--- src/rtl/jk_counter_pkg.sv ---
// Shared JK excitation definitions for counters built from discrete JK cells.
// Pairs are encoded as {J,K}.
package jk_counter_pkg;

  typedef logic [1:0] jk_mode_t;

  localparam jk_mode_t JK_HOLD   = 2'b00;
  localparam jk_mode_t JK_RESET  = 2'b01;
  localparam jk_mode_t JK_SET    = 2'b10;
  localparam jk_mode_t JK_TOGGLE = 2'b11;

  // Set/reset-only excitation: the toggle pair can never come out of this,
  // so the cell result does not depend on its present state.
  function automatic jk_mode_t jk_excite(input logic cur, input logic nxt);
    return {nxt & ~cur, ~nxt & cur};
  endfunction

endpackage

--- src/rtl/jk_cell.sv ---
// Single-bit JK storage element with synchronous active-high reset to 0.
module jk_cell
  import jk_counter_pkg::*;
(
  input  logic clk,
  input  logic rst,
  input  logic j,
  input  logic k,
  output logic q
);

  logic q_q;
  logic q_d;

  always_comb begin
    q_d = q_q;
    case ({j, k})
      JK_HOLD:   q_d = q_q;
      JK_RESET:  q_d = 1'b0;
      JK_SET:    q_d = 1'b1;
      JK_TOGGLE: q_d = ~q_q;
      default:   q_d = q_q;
    endcase
  end

  always_ff @(posedge clk) begin
    if (rst) q_q <= 1'b0;
    else     q_q <= q_d;
  end

  assign q = q_q;

endmodule

--- src/rtl/jk_updown_counter.sv ---
// Modulo-MODULUS up/down counter whose state lives in WIDTH JK cells; this
// level computes the next count, its J/K excitation, tc, and the wrap/err pulses.
module jk_updown_counter
  import jk_counter_pkg::*;
#(
  parameter int WIDTH   = 4,
  parameter int MODULUS = 10
) (
  input  logic             clk,
  input  logic             rst,
  input  logic             en,
  input  logic             up,
  input  logic             load,
  input  logic [WIDTH-1:0] din,
  output logic [WIDTH-1:0] q,
  output logic             tc,
  output logic             wrap,
  output logic             err
);

  if (MODULUS < 2 || MODULUS > 2**WIDTH) begin : g_bad_modulus
    $error("jk_updown_counter: MODULUS %0d outside 2..2**WIDTH", MODULUS);
  end

  localparam logic [WIDTH-1:0] MAX_VAL = WIDTH'(MODULUS - 1);
  // One extra bit so MODULUS == 2**WIDTH is representable in the din check.
  localparam logic [WIDTH:0]   MOD_EXT = (WIDTH+1)'(MODULUS);

  logic [WIDTH-1:0]      nxt;
  logic [WIDTH-1:0][1:0] jk_pair;
  logic                  at_max;
  logic                  at_zero;
  logic                  din_ok;
  logic                  wrap_q, wrap_d;
  logic                  err_q, err_d;

  assign at_max  = (q == MAX_VAL);
  assign at_zero = (q == '0);
  assign din_ok  = ({1'b0, din} < MOD_EXT);

  // Wrap points are explicit compares, never reliance on WIDTH-bit overflow.
  always_comb begin
    nxt    = q;
    wrap_d = 1'b0;
    err_d  = 1'b0;
    if (load) begin
      nxt   = din_ok ? din : '0;
      err_d = ~din_ok;
    end else if (en) begin
      if (up) begin
        if (at_max) begin
          nxt    = '0;
          wrap_d = 1'b1;
        end else begin
          nxt = q + WIDTH'(1);
        end
      end else begin
        if (at_zero) begin
          nxt    = MAX_VAL;
          wrap_d = 1'b1;
        end else begin
          nxt = q - WIDTH'(1);
        end
      end
    end
  end

  for (genvar i = 0; i < WIDTH; i++) begin : g_cell
    assign jk_pair[i] = jk_excite(q[i], nxt[i]);

    jk_cell u_cell (
      .clk (clk),
      .rst (rst),
      .j   (jk_pair[i][1]),
      .k   (jk_pair[i][0]),
      .q   (q[i])
    );
  end

  always_ff @(posedge clk) begin
    if (rst) begin
      wrap_q <= 1'b0;
      err_q  <= 1'b0;
    end else begin
      wrap_q <= wrap_d;
      err_q  <= err_d;
    end
  end

  assign tc   = (up & at_max) | (~up & at_zero);
  assign wrap = wrap_q;
  assign err  = err_q;

endmodule

--- config.mk ---
export PLATFORM = sky130hd
export DESIGN_NAME = jk_updown_counter
export DESIGN_NICKNAME = d
export VERILOG_FILES = /design/src/rtl/jk_counter_pkg.sv /design/src/rtl/jk_cell.sv /design/src/rtl/jk_updown_counter.sv
export SDC_FILE = /design/constraint.sdc
export NUM_CORES = 1
export LEC_CHECK = 0
export BUFFER_PORTS_ARGS = -buffer_cell sky130_fd_sc_hd__buf_2
export CAP_MARGIN = 40
export CORE_MARGIN = 10
export CORE_UTILIZATION = 45
export DETAILED_ROUTE_END_ITERATION = 10
export PLACE_DENSITY = 0.72
export SLEW_MARGIN = 0
export SYNTH_ARGS = -nofsm -noshare
export SYNTH_HDL_FRONTEND = slang
export SYNTH_SLANG_ARGS = --single-unit
--- constraint.sdc ---
create_clock -name clk -period 1.8 [get_ports clk]
set_clock_uncertainty 0.1 [all_clocks]
set_input_delay 0.09 -clock clk [delete_from_list [all_inputs] [get_ports clk]]
set_output_delay 0.09 -clock clk [all_outputs]
set_load 0.02 [all_outputs]
==> flow_summary.ini <==
[status]
outcome = finished with violations
violations = setup timing

[power]
max-vdd-ir-drop_v = 0.0004485
power_mw = 0.5243
p_leak_nw = 0.4240
p_per_area_mw_per_mm2 = 552.1

[drt]
drc = 0
drt-total-wl_mm = 1.910
ant_nets = 0
drtIter0Drc = 23
num_vias = 658
viasPerCell = 5.529
avgRoutedWirePerCell_um = 16.05
dr.pass1.iters = 4

[flow_run]
maxCapViolCount = 0

[grt]
grt.total_usage_pct = 11.75
grt_pass1_vias = 638
grt_pass1_wl_mm = 3.036
antenna_found_initial = 0
grt_max_degree = 13
grt_overflow = 0

[synth]
yosys-top-cells-area = dfxtp_1 (19%), ha_1 (14%), mux2i_1 (6.4%)
synth_top_cell_area_share_pct = 19.24
synth_cell_types = 31
synth-seq-area-share_pct = 19.24
syn_nets = 93
syn_inst = 77
synth_area_per_cell_um2 = 8.108
synth-seq-cells = 6
netlist_area_um2 = 624.3
ys_warn_count = 0
synth_top_area_cell = dfxtp_1

[place]
hpwl_mm = 1.312
place_ws_ps = -148.8
gp_congestion = 0.8550
dpl.cell_count = 110
io_buffers = 15

[timing]
fmax_mhz = 525.1
period_share_pct = 105.8
min_period_ps = 1905
fin_tns_setup_ps = -293.1
setup_violations = 4
hold_viol_final = 0
maxSlewHeadroom_pct = 80.48
hold_slack_ps = 67.80
rsz0062_at_grt = true
worstMarginPinSlew_ps = 288.8
drv_slew = 0
fin_ws_ps = -104.6

[min_path]
hp-class = input port to flip-flop

[clocking]
h-tree-depth = 1
clk_path_buf_depth = 2
clock_latency_ps = 260
clk_root_buffer_cell = clkbuf_4
cts_buffers = 3
cts_tree = built
cts_sinks = 6
clk_pin_slew_ps = 50

[floorplan]
die_h_um = 57.25
core.rowCount = 13
io_pins = 16
die_area_mm2 = 0.003278
die_w_um = 57.25
initial_utilization_pct = 47.98
coreArea_mm2 = 0.001301

[finish]
antenna_cells = 0
drive_gt1_share_pct = 57.69
final_cell_mix = buf_2 (15), buf_4 (13), nor2_1 (8)
nNetsFinal = 121
syn_to_final_growth_pct = 52.10
nFillCells = 93
fin_cells = 119
layout_commonest_cell = buf_2

[setup_path]
critPathRequiredTime_ps = 1860
cp.arrival_ps = 1960
slowest_stage = dfxtp_4
critPathCaptureType = flip-flop
worstSetupStartpointType = flip-flop
critPathMaxFanout = 5
crit_chain = buf_4 -> ha_4 -> nand2_4 -> and3_4 -> a21oi_2 -> o31ai_2 -> ha_1 -> mux2i_1 -> nor2_1
slowest_delay_ps = 370
path_class = flip-flop to flip-flop
metal layers:
metal  global-route usage, %  up-vias  share of wire [%]
met5                       0        -                  0
met4                   8.054        0                3.5
met3                   5.088        7                6.6
met2                   18.45       24                 49
met1                   12.41      298                 41
li1                        -      329                  -
through the flow:
| stage | utilization (%) | cell area [um^2] |
|---|---|---|
| 6_report | 72.98 | 949.7 |
| 5_1_grt | 72.98 | 949.7 |
| 2_1_floorplan | - | 646.9 |
| 4_1_cts | 66.35 | 863.3 |
| 3_5_place_dp | 58.27 | 758.2 |
| 3_3_place_gp | 58.27 | 758.2 |
critical path, delay by kind of cell (launching register included):
kind	cells	cell delay, ps
buffers and inverters	1	140
adders and majority gates	2	460
AOI/OAI and AO/OA	2	270
muxes	1	170
and+or+nand+nor	3	290
DFF	1	370
sequential cells by signal, summed over array words and instances, names as in the netlist:
signal           count
wrap                 1
g_cell.u_cell.q      4
err                  1
where the power goes:
part | switching [mW] | internal [mW]
logic | 0.112 | 0.113
registers | 0.0118 | 0.138
clock network | 0.0641 | 0.0850
total | 0.188 | 0.336
cells in the mapped netlist, drive strengths merged:
master	instances
nor2	11
buf	8
ha	7
dfxtp	6
inv	5
o21ai	5
mux2i	4
o31ai	4
a21oi	3
a31oi	3
nand2	3
nor3	3
and3	2
nand2b	2
nand3	2
nor3b	2
a41oi	1
and4b	1
nand3b	1
nor4	1
nor4b	1
o22ai	1
o311ai	1
timing repair:
action | CTS | global route
pin swaps | 11 | 14
setup buffers | 3 | 1
hold buffers | 1 | 0
endpoints found under the setup margin | 4 | 4
hold endpoints to repair | 6 | 0
gates resized for setup | 13 | 15
cells by family after synthesis:
logic type,synth area share (%)
AO/OA/AOI/OAI,19.44
multiplexers,6.413
AND/OR/NAND/NOR,27.45
buffers and inverters,13.43
adder cells (fa/ha/maj),14.03
flip-flops,19.24
path summary, 6_finish.rpt:
path	startpoint	to	slack, ps	depth (start not counted)
worst max-delay path	g_cell[0].u_cell.q	g_cell[2].u_cell.q	-100	9
worst min-delay path	din[3]	err	70	3
worst max register to register	g_cell[0].u_cell.q	g_cell[2].u_cell.q	-100	9
worst min register to register	g_cell[3].u_cell.q	g_cell[3].u_cell.q	520	2
final cells by class:
class                   count  area (um^2)  area share [%]
clock buffers               4        26.28           2.767
multi-input cells          58        544.3           57.31
flip-flops and latches      6        131.4           13.83
well taps                  15        18.77           1.976
inverters                   5        23.77           2.503
repair buffers             31        205.2           21.61
Power figures use the tool's default switching activity.
